$ cat src/rtl/nco_phase_acc.sv
// Phase accumulator for a sine-LUT NCO with a one-deep FCW holding register.
// Optional LFSR phase dither on the LUT address: define NCO_PHASE_DITHER_EN.
module nco_phase_acc #(
    parameter int ACC_WIDTH = 32,
    parameter int PHI_WIDTH = 8
) (
    input  logic                 clk,
    input  logic                 rst,
    input  logic                 sample_en,
    input  logic [ACC_WIDTH-1:0] fcw_data,
    input  logic                 fcw_valid,
    output logic                 fcw_ready,
    input  logic                 phase_clr,
    output logic [PHI_WIDTH-1:0] phi,
    output logic                 phi_valid,
    output logic                 wrap
);

    typedef enum logic {
        IDLE = 1'b0,
        PEND = 1'b1
    } state_t;

    state_t               state_q, state_d;
    logic [ACC_WIDTH-1:0] acc_q, acc_d;
    logic [ACC_WIDTH-1:0] fcw_active_q, fcw_active_d;
    logic [ACC_WIDTH-1:0] fcw_pend_q, fcw_pend_d;
    logic [PHI_WIDTH-1:0] phi_q, phi_d;
    logic                 phi_valid_q, phi_valid_d;
    logic                 wrap_q, wrap_d;
    logic [ACC_WIDTH:0]   acc_sum;
    logic                 transfer;

`ifdef NCO_PHASE_DITHER_EN
    localparam int FRAC_W = ACC_WIDTH - PHI_WIDTH;

    logic [15:0]          lfsr_q, lfsr_d;
    logic [ACC_WIDTH-1:0] dither;
    logic [ACC_WIDTH-1:0] phase_src;

    function automatic logic [ACC_WIDTH-1:0] dither_add(input logic [ACC_WIDTH-1:0] a,
                                                        input logic [ACC_WIDTH-1:0] d);
        return a + d;
    endfunction

    // Dither is confined to the fraction bits below the LUT address.
    if (FRAC_W >= 16) begin : g_dith_ext
        assign dither = ACC_WIDTH'(lfsr_q);
    end else begin : g_dith_trunc
        assign dither = ACC_WIDTH'(lfsr_q[FRAC_W-1:0]);
    end
`endif

    assign fcw_ready = (state_q == IDLE) && !rst;
    assign transfer  = fcw_valid && fcw_ready;

    always_comb begin
        state_d      = state_q;
        acc_d        = acc_q;
        fcw_active_d = fcw_active_q;
        fcw_pend_d   = fcw_pend_q;
        phi_d        = phi_q;
        phi_valid_d  = sample_en;
        wrap_d       = 1'b0;
        acc_sum      = {1'b0, acc_q} + {1'b0, fcw_active_q};
`ifdef NCO_PHASE_DITHER_EN
        lfsr_d       = lfsr_q;
        phase_src    = '0;
`endif

        if (sample_en) begin
            if (phase_clr) begin
                acc_d = '0;
            end else begin
                acc_d  = acc_sum[ACC_WIDTH-1:0];
                wrap_d = acc_sum[ACC_WIDTH];
            end
`ifdef NCO_PHASE_DITHER_EN
            phase_src = dither_add(acc_d, dither);
            phi_d     = phase_clr ? '0 : phase_src[ACC_WIDTH-1 -: PHI_WIDTH];
            lfsr_d    = {lfsr_q[0] ^ lfsr_q[2] ^ lfsr_q[3] ^ lfsr_q[5], lfsr_q[15:1]};
`else
            phi_d     = acc_d[ACC_WIDTH-1 -: PHI_WIDTH];
`endif
        end

        // The pending word is promoted on the same strobe that still uses the old one.
        case (state_q)
            IDLE: begin
                if (transfer) begin
                    fcw_pend_d = fcw_data;
                    state_d    = PEND;
                end
            end
            PEND: begin
                if (sample_en) begin
                    fcw_active_d = fcw_pend_q;
                    state_d      = IDLE;
                end
            end
            default: state_d = IDLE;
        endcase
    end

    always_ff @(posedge clk or posedge rst) begin
        if (rst) begin
            state_q      <= IDLE;
            acc_q        <= '0;
            fcw_active_q <= '0;
            fcw_pend_q   <= '0;
            phi_q        <= '0;
            phi_valid_q  <= 1'b0;
            wrap_q       <= 1'b0;
        end else begin
            state_q      <= state_d;
            acc_q        <= acc_d;
            fcw_active_q <= fcw_active_d;
            fcw_pend_q   <= fcw_pend_d;
            phi_q        <= phi_d;
            phi_valid_q  <= phi_valid_d;
            wrap_q       <= wrap_d;
        end
    end

`ifdef NCO_PHASE_DITHER_EN
    always_ff @(posedge clk or posedge rst) begin
        if (rst) lfsr_q <= 16'hACE1;
        else     lfsr_q <= lfsr_d;
    end
`endif

    assign phi       = phi_q;
    assign phi_valid = phi_valid_q;
    assign wrap      = wrap_q;

endmodule

$ cat config.mk
export PLATFORM = sky130hd
export DESIGN_NAME = nco_phase_acc
export DESIGN_NICKNAME = d
export VERILOG_FILES = /design/src/rtl/nco_phase_acc.sv
export SDC_FILE = /design/constraint.sdc
export NUM_CORES = 1
export LEC_CHECK = 0
export BUFFER_PORTS_ARGS = -buffer_cell sky130_fd_sc_hd__buf_4
export CORE_MARGIN = 10
export CORE_UTILIZATION = 47
export DETAILED_ROUTE_END_ITERATION = 10
export PLACE_DENSITY = 0.66
export SLEW_MARGIN = 20
export SYNTH_ARGS = -nofsm -noshare
export SYNTH_HDL_FRONTEND = slang
export SYNTH_SLANG_ARGS = --single-unit
$ cat constraint.sdc
create_clock -name clk -period 8.9 [get_ports clk]
set_input_delay 1.78 -clock clk [delete_from_list [all_inputs] [get_ports clk]]
set_output_delay 1.78 -clock clk [all_outputs]
set_load 0.02 [all_outputs]
==> results of run 1 <==
-- layout make-up --
class                      instances  share of cell area [%]
tap                              140                    2.91
clock inverter                     5                    1.04
inverter                          12                   0.791
sequential                        99                    41.2
multi-input combinational        303                    43.8
timing repair buffer              51                    6.37
clock buffer                      11                    3.87
-- critical path, cell delays in order --
cell and delay (ps):
buf_4 130, nor2_1 150, buf_4 170
-- metal layers --
metal	up-vias	global-route usage (%)	routed length, um	part of all wire, %
met2	56	21.1	4840	47
met3	11	4.15	503	4.8
met5	-	0	0	0
met4	0	4.55	146	1.4
met1	1731	17.1	4890	47
li1	1673	-	-	-
-- placed cells by master (no fill, tap or decap), types with 3 or more instances in the layout --
master and n:
a21oi_1 19, nor2_1 13, a21o_1 18, o21ai_1 4, inv_1 10, o21ai_0 10, o211ai_1 5, nand4_1 5
o21bai_1 3, mux2_2 64, nand2_1 19, xnor2_1 17, o31ai_1 5, a22o_1 21, buf_4 51, clkbuf_16 9
xor2_1 8, o21a_1 4, dfrtp_1 99, nand2b_1 3, ha_1 32, nand3_1 7, a211oi_1 3
-- flip-flops by register name, summed over array words and instances (netlist names) --
name / cells
fcw_active_q: 32
acc_q: 32
wrap: 1
state_q: 1
phi_valid: 1
fcw_pend_q: 32
-- worst max path at each step --
| stage | cells past startpoint | to | start |
|---|---|---|---|
| 2_1_floorplan | 1 | acc_q[0] | rst |
| 3_3_place_gp | 3 | fcw_ready | rst |
| 3_5_place_dp | 3 | fcw_ready | rst |
| 4_1_cts | 3 | fcw_ready | rst |
| 5_1_grt | 3 | fcw_ready | rst |
| 6_report | 3 | fcw_ready | rst |
-- cell usage after synthesis, types with 2 or more instances --
| master | n |
|---|---|
| a211oi_1 | 3 |
| a21boi_1 | 2 |
| a21o_1 | 18 |
| a21oi_1 | 19 |
| a221oi_1 | 2 |
| a221oi_2 | 2 |
| a22o_1 | 21 |
| a31oi_4 | 2 |
| a32o_1 | 2 |
| and2_1 | 2 |
| and2b_2 | 2 |
| buf_1 | 3 |
| buf_4 | 8 |
| clkbuf_1 | 13 |
| dfrtp_1 | 99 |
| ha_1 | 32 |
| inv_1 | 11 |
| mux2_2 | 64 |
| nand2_1 | 19 |
| nand2b_1 | 3 |
| nand3_1 | 7 |
| nand4_1 | 5 |
| nor2_1 | 13 |
| nor2b_1 | 2 |
| nor3_1 | 2 |
| o211ai_1 | 5 |
| o21a_1 | 4 |
| o21ai_0 | 10 |
| o21ai_1 | 4 |
| o21bai_1 | 3 |
| o31ai_1 | 5 |
| or2_2 | 2 |
| xnor2_1 | 17 |
| xor2_1 | 8 |
-- power groups by stage --
stage / Sequential, W / Clock, W / Combinational [W]
floorplan: 0.000690 / 0 / 0.000961
global placement: 0.000723 / 0 / 0.00111
detailed placement: 0.000725 / 0 / 0.00114
CTS: 0.000722 / 0.000401 / 0.00115
global route: 0.000743 / 0.000420 / 0.00128
finish: 0.000719 / 0.000390 / 0.00114
-- kinds of logic after synthesis --
family          count (synthesis)  synth area share, %
simple gates                   65                 6.25
fa+ha+maj                      33                 7.95
xor+xnor                       25                 4.14
flops                          99                 46.9
mux                            64                 13.6
buf+inv                        37                 3.34
compound gates                116                 17.8
-- metrics by stage --
stage / area (um2) / hold WS (ps) / utilization, % / setup WS, ps
after global routing: 6010 / 523 / 55.0 / 4850
after global placement: 5720 / 476 / 52.3 / 4890
after detailed placement: 5720 / 483 / 52.3 / 4890
after CTS: 6010 / 499 / 55.0 / 4890
after floorplan: 5290 / 453 / - / 4530
final: 6010 / 495 / 55.0 / 4890
==> impl_metrics.tcl, run 1 <==
set metrics [dict create \
    finalNetCount 546 \
    drc 0 \
    drv_slew 0 \
    setup-violations-final 0 \
    cts.reportedPaths.clkPinSlew_ps 60 \
    avgSynthCellArea_um2 12.0 \
    gr-total-overflow 0 \
    clkSinkCount 99 \
    end_kind "primary output" \
    period_needed_ps 4010 \
    cts_setup_buffers 0 \
    cap_violations 0 \
    min_from "acc_q[14]" \
    grt_pass1_wl_um 17900 \
    power.internal_w 0.00139 \
    combPwrFrac_pct 50.8 \
    grt_pass1_vias 3648 \
    finClkSkew_ps 6.56 \
    finalHoldViolations 0 \
    fin_cells 621 \
    ys_ff_latch 99 \
    r2r-start "fcw_active_q[0]" \
    worst_pin_slew_ps 813 \
    seq_area_frac_synth_pct 46.9 \
    yosys.area.top_type "dfrtp_1" \
    clkPwrFrac_pct 17.3 \
    clkLatencyLatePin_ps 350 \
    reg2reg_depth 12 \
    cellPowerDensity_nw_per_um2 375 \
    worst-setup-path-type "in2out" \
    wl_um 10400 \
    post-route-period-util_pct 45.0 \
    seq_power_share_pct 31.9 \
    start_util_pct 48.4 \
    synth-main-ff-cell "dfrtp_1" \
    num_rows 38 \
    vdd_drop_max_uv 200 \
    min_path_cells 2 \
    slew_headroom_pct 45.8 \
    cts_tree "yes" \
    synthCells 439 \
    wl_per_cell_um 16.7 \
    p_total_w 0.00225 \
    critical_path_required_ps 7120 \
    rrSetupSlack_ps 5830 \
    die-width_um 126 \
    hpwl_um 7500 \
    area_delta_synth_final_pct 13.7 \
    io_pins 48 \
    netSwitchingFraction_pct 38.4 \
    ctsLongestPathBuffers 2 \
    dieArea_um2 15900 \
    gp_congestion 0.850 \
    synthTopCellsByArea "dfrtp_1 47%, mux2_2 14%, ha_1 7.6%" \
    dr.pass1.iters 4 \
    drive_above_1_share_pct 31.6 \
    coreArea_um2 10900 \
    syn_nets 509 \
    place_inst 605 \
    worstSetupStartpointType "primary input" \
    rsz0062_at_grt "no" \
    max_clock_freq_mhz 250 \
    vias 3471 \
    ctsHtreeMaxLevel 3 \
    ys_types 59 \
    antenna_found_initial 0 \
    hp-class "reg2reg" \
    p_sw_w 0.000866 \
    critPathArrivalTime_ps 2230 \
    drt-initial-drc-count 248 \
    min_to "acc_q[14]" \
    synth_top_area_share_pct 46.9 \
    antenna_cells 0 \
    fillers 989 \
    holdBufCountCts 0 \
    synthArstFlopShare_pct 100 \
    syn_area_um2 5290 \
    port_buffers 47 \
    layout.area.seq_um2 2480 \
    ant_nets 0 \
    via_per_inst 5.59 \
    root_buffer "clkbuf_16" \
    r2r-end "acc_q[28]" \
    synth_edf_count 0 \
    setup_tns_ps 0 \
    status "completed" \
    multi_input_area_um2 2630 \
    grt_max_degree 67 \
    gr-usage-all-layers_pct 13.4 \
    cts_inserted_buffers 9 \
    leakagePower_nw 2.76 \
    crit_fanout 2 \
    ys_warn_count 0 \
    die_y_um 126 \
    ctsResizeCount 0 \
]
Note: power is estimated with default switching activity, not from simulation.
==> run 2, diff against run 1 <==
--- a/config.mk
+++ b/config.mk
@@ -9,7 +9,7 @@
 export CORE_MARGIN = 10
 export CORE_UTILIZATION = 47
 export DETAILED_ROUTE_END_ITERATION = 10
-export PLACE_DENSITY = 0.66
+export PLACE_DENSITY = 0.69
 export SLEW_MARGIN = 20
 export SYNTH_ARGS = -nofsm -noshare
 export SYNTH_HDL_FRONTEND = slang
==> constraint.sdc (replaced) <==
create_clock -name clk -period 3.6 [get_ports clk]
set_input_delay 0.72 -clock clk [delete_from_list [all_inputs] [get_ports clk]]
set_output_delay 0.72 -clock clk [all_outputs]
set_load 0.02 [all_outputs]
==> run 2 against run 1 <==
Effect of this change:
- worst hold slack got worse by 34 ps
- non-clock buffer count rose by 4
- register-to-register slack got worse by 5300 ps
- critical endpoint is now acc_q[28]
==> impl_metrics.tcl, run 2 (same netlist as run 1, synthesis figures left out) <==
set metrics [dict create \
    fillers 955 \
    root_buffer "clkbuf_16" \
    hp-class "in2async" \
    ctsLongestPathBuffers 2 \
    r2r-start "fcw_active_q[0]" \
    cts_inserted_buffers 9 \
    cts.reportedPaths.clkPinSlew_ps 60 \
    status "completed" \
    worst-setup-path-type "reg2reg" \
    num_rows 38 \
    crit_fanout 4 \
    grt_pass1_wl_um 18100 \
    final_cell_mix "99 x dfrtp_1, 64 x mux2_2, 55 x buf_4, 32 x ha_1, 21 x a22o_1" \
    wl_um 10500 \
    grt_max_degree 49 \
    start_util_pct 48.4 \
    cts_setup_buffers 0 \
    top_regs "acc_q: 32 flops, fcw_active_q: 32 flops, fcw_pend_q: 32 flops" \
    cellPowerDensity_nw_per_um2 932 \
    hpwl_um 7600 \
    cts_tree "yes" \
    final.setup.worst_slack_ps 574 \
    grt_pass1_vias 3730 \
    crit_top_cell "a31oi_4" \
    finalNetCount 550 \
    r2r-end "acc_q[28]" \
    crit_chain "ha_1 > inv_1 > fa_1 > and2b_4 > o211ai_4 > a31oi_4 > a31oi_4 > o311a_4 > o21a_4 > or2_1 > xnor2_1 > a22o_1" \
    layout.area.seq_um2 2480 \
    vdd_drop_max_uv 432 \
    die_y_um 126 \
    die-width_um 126 \
    drc 0 \
    coreArea_um2 10900 \
    rrSetupSlack_ps 570 \
    gp_congestion 0.862 \
    post-place-ws_ps 582 \
    period_needed_ps 3030 \
    ctsHtreeMaxLevel 3 \
    slew_headroom_pct 60.8 \
    final_common_cell "dfrtp_1" \
    finalInstanceArea_um2 6060 \
    clkSinkCount 99 \
    multi_input_area_um2 2630 \
    whs_ps 461 \
    setup_tns_ps 0 \
    holdBufCountCts 0 \
    cap_violations 0 \
    vias 3506 \
    gr-total-overflow 0 \
    via_per_inst 5.63 \
    critPathArrivalTime_ps 3260 \
    reg2reg_depth 12 \
    critical_path_required_ps 3830 \
    worstSetupStartpointType "register" \
    wl_per_cell_um 16.8 \
    end_kind "register" \
    drt-initial-drc-count 131 \
    dieArea_um2 15900 \
    antenna_cells 0 \
    crit_path_end "acc_q[28]" \
    setup-violations-final 0 \
    finalHoldViolations 0 \
    gr-usage-all-layers_pct 13.6 \
    max_clock_freq_mhz 330 \
    rsz0062_at_grt "no" \
    dpl_cell_area_um2 5750 \
    dr.pass1.iters 4 \
    clkLatencyLatePin_ps 340 \
    antenna_found_initial 0 \
    ant_nets 0 \
    slowest_stage "o311a_4" \
    startpoint "fcw_active_q[0]" \
    leakagePower_nw 2.80 \
    io_pins 48 \
    area_delta_synth_final_pct 14.7 \
    drive_above_1_share_pct 32.1 \
    max_stage_delay_ps 400 \
    drv_slew 0 \
    ctsResizeCount 0 \
    port_buffers 47 \
    worst_pin_slew_ps 588 \
    post-route-period-util_pct 84.0 \
    finClkSkew_ps 5.24 \
]
## run 2: metal layers
layer  share of wire (%)  GRT usage, %
met5                   0             0
met4                 1.5          4.02
met3                 5.0          4.70
met2                  48          22.2
met1                  45          16.7
## run 2: final cells by class
class / count / share of cell area, %
tap: 140 / 2.89
multi-input combinational: 303 / 43.4
timing repair buffer: 55 / 6.81
inverter: 12 / 0.784
clock buffer: 12 / 4.23
sequential: 99 / 40.9
clock inverter: 2 / 0.991
## run 2: how the worst min path moves through the flow
stage / to / slack [ps] / cells after the start
after floorplan: acc_q[6] / 450 / 2
after global placement: acc_q[13] / 470 / 1
after detailed placement: acc_q[6] / 490 / 2
after CTS: fcw_active_q[19] / 490 / 2
after global routing: acc_q[19] / 500 / 2
final: acc_q[19] / 460 / 2
## run 2: power breakdown
group | leakage, nW | internal [W] | switching, W
clock network | 0.155 | 0.000639 | 0.000384
registers | 1.21 | 0.00152 | 0.000260
logic | 1.43 | 0.00138 | 0.00147
total | 2.80 | 0.00354 | 0.00211
## run 2: critical path: cells and delay by family, from the launching register on
family / cells / cell delay (ps)
compound gates: 6 / 1280
fa+ha+maj: 2 / 550
simple gates: 2 / 530
flops: 1 / 360
xor+xnor: 1 / 130
buf+inv: 1 / 60
## run 2: per-stage QoR
step | cells | utilization, % | total power, W
floorplan | 439 | - | 0.00408
detailed placement | 609 | 52.6 | 0.00464
CTS | 623 | 55.4 | 0.00570
global route | 623 | 55.4 | 0.00610
global placement | 609 | 52.6 | 0.00455
finish | 623 | 55.4 | 0.00565
==> run 3, diff against run 2 <==
==> constraint.sdc (replaced) <==
create_clock -name clk -period 2.7 [get_ports clk]
set_input_delay 0.54 -clock clk [delete_from_list [all_inputs] [get_ports clk]]
set_output_delay 0.54 -clock clk [all_outputs]
set_load 0.02 [all_outputs]
==> run 3 against run 2 <==
Effect of this change:
- the run now ends with negative setup slack left
- sequential cell count unchanged
- worst setup slack worse by 620 ps
- clock power up 57%
- critical path depth stayed put
- wire length grew 0.69%
- fmax rose by 10%
- largest power group unchanged
==> impl_metrics.tcl, run 3 (same netlist as run 1, synthesis figures left out) <==
set metrics [dict create \
    port_buffers 47 \
    antenna_found_initial 0 \
    drc 0 \
    root_buffer "clkbuf_16" \
    critical_path_required_ps 2950 \
    max_clock_freq_mhz 364 \
    hpwl_um 7520 \
    end_kind "register" \
    finalInstanceArea_um2 6390 \
    failed_checks "negative setup slack" \
    leakagePower_nw 2.95 \
    ctsHtreeMaxLevel 3 \
    gr-total-overflow 0 \
    start_util_pct 48.4 \
    status "finished with violations" \
    drive_above_1_share_pct 38.0 \
    wl_per_cell_um 16.3 \
    setup_tns_ps -91.3 \
    finalNetCount 573 \
    drt-initial-drc-count 229 \
    worstSetupStartpointType "register" \
    fillers 900 \
    vias 3589 \
    critPathArrivalTime_ps 3000 \
    cellPowerDensity_nw_per_um2 1280 \
    worst_pin_slew_ps 728 \
    via_per_inst 5.54 \
    gr-usage-all-layers_pct 13.7 \
    layout.area.seq_um2 2480 \
    grt_pass1_vias 3765 \
    antenna_cells 0 \
    dieArea_um2 15900 \
    num_rows 38 \
    slew_headroom_pct 51.4 \
    die_y_um 126 \
    holdBufCountCts 0 \
    ant_nets 0 \
    cap_violations 0 \
    cts_tree "yes" \
    period_needed_ps 2750 \
    worst-setup-path-type "reg2reg" \
    grt_max_degree 41 \
    dpl_cell_area_um2 5900 \
    finClkSkew_ps 5.83 \
    vdd_drop_max_uv 649 \
    final.setup.worst_slack_ps -49.8 \
    hp-class "in2async" \
    finalHoldViolations 0 \
    wl_um 10600 \
    final_common_cell "dfrtp_1" \
    multi_input_area_um2 2700 \
    clkSinkCount 99 \
    io_pins 48 \
    die-width_um 126 \
    clkLatencyLatePin_ps 350 \
    top_regs "acc_q: 32 flops, fcw_active_q: 32 flops, fcw_pend_q: 32 flops" \
    area_delta_synth_final_pct 20.8 \
    coreArea_um2 10900 \
    gp_congestion 0.853 \
    post-route-period-util_pct 102 \
    crit_fanout 2 \
    cts.reportedPaths.clkPinSlew_ps 70 \
    dr.pass1.iters 4 \
    setup-violations-final 2 \
    final_cell_mix "99 x dfrtp_1, 76 x buf_4, 64 x mux2_2, 28 x ha_1, 21 x a22o_1" \
    ctsLongestPathBuffers 2 \
    drv_slew 0 \
    cts_inserted_buffers 9 \
    grt_pass1_wl_um 18100 \
    rsz0062_at_grt "yes" \
]
[run 3: cell count changes in the layout (fill, tap and decap cells not counted), sizes merged]
cell,delta
buf,+23
bufinv,+2
clkinvlp,+1
inv,-1
[run 3: what timing repair did]
action | CTS | global route
pin swaps | 3 | 10
buffers inserted | 3 | 4
gates resized for setup | 2 | 12
endpoints found under the setup margin | 2 | 15
gates cloned | 0 | 0
[run 3: final timing paths]
| check | from | end | slack [ps] | cells past startpoint |
|---|---|---|---|---|
| hold / removal | rst | phi_valid | 310 | 2 |
| hold reg to reg | acc_q[22] | acc_q[22] | 490 | 2 |
| setup reg to reg | acc_q[0] | acc_q[28] | -50 | 12 |
| min in group clk | sample_en | phi_valid | 360 | 1 |
| max in group asynchronous | rst | fcw_pend_q[17] | 1770 | 3 |
| setup / recovery | acc_q[0] | acc_q[28] | -50 | 12 |
[run 3: metal layers]
metal	vias up	part of all wire, %	GRT usage [%]
li1	1744	-	-
met1	1783	46	16.8
met2	46	48	22.0
met3	16	3.7	3.48
met4	0	2.0	6.56
met5	-	0	0
[run 3: final cells by class]
class / instances / area share, %
multi-input cells: 303 / 42.3
flip-flops and latches: 99 / 38.8
repair buffers: 78 / 9.56
clock buffers: 12 / 4.01
well taps: 140 / 2.74
clock inverters: 4 / 1.88
inverters: 12 / 0.764
[run 3: worst max-delay path, stage by stage, from the launching register on]
cell and delay (ps):
dfrtp_1 360, ha_2 200, inv_2 40, fa_2 310, and2b_4 270, o211ai_4 90
a31oi_4 170, a31oi_4 110, o311a_4 320, o21a_4 220, or2_1 210, xnor2_1 130
a22o_1 200
[run 3: stage by stage]
step | util, % | power (W) | setup WS [ps] | hold slack, ps | instances
finish | 58.4 | 0.00818 | -49.8 | 308 | 648
global route | 58.4 | 0.00882 | -165 | 346 | 648
CTS | 57.6 | 0.00808 | -56.8 | 318 | 644
detailed placement | 53.9 | 0.00638 | -88.8 | 480 | 625
global placement | 53.9 | 0.00628 | 6.30 | 470 | 625
floorplan | - | 0.00545 | -41.2 | 453 | 439
[run 3: power by group]
part	switching [W]	total (W)	internal, W	leakage (nW)
logic	0.00204	0.00420	0.00217	1.55
clock network	0.000547	0.00160	0.00105	0.183
registers	0.000353	0.00238	0.00203	1.21
total	0.00294	0.00818	0.00524	2.95
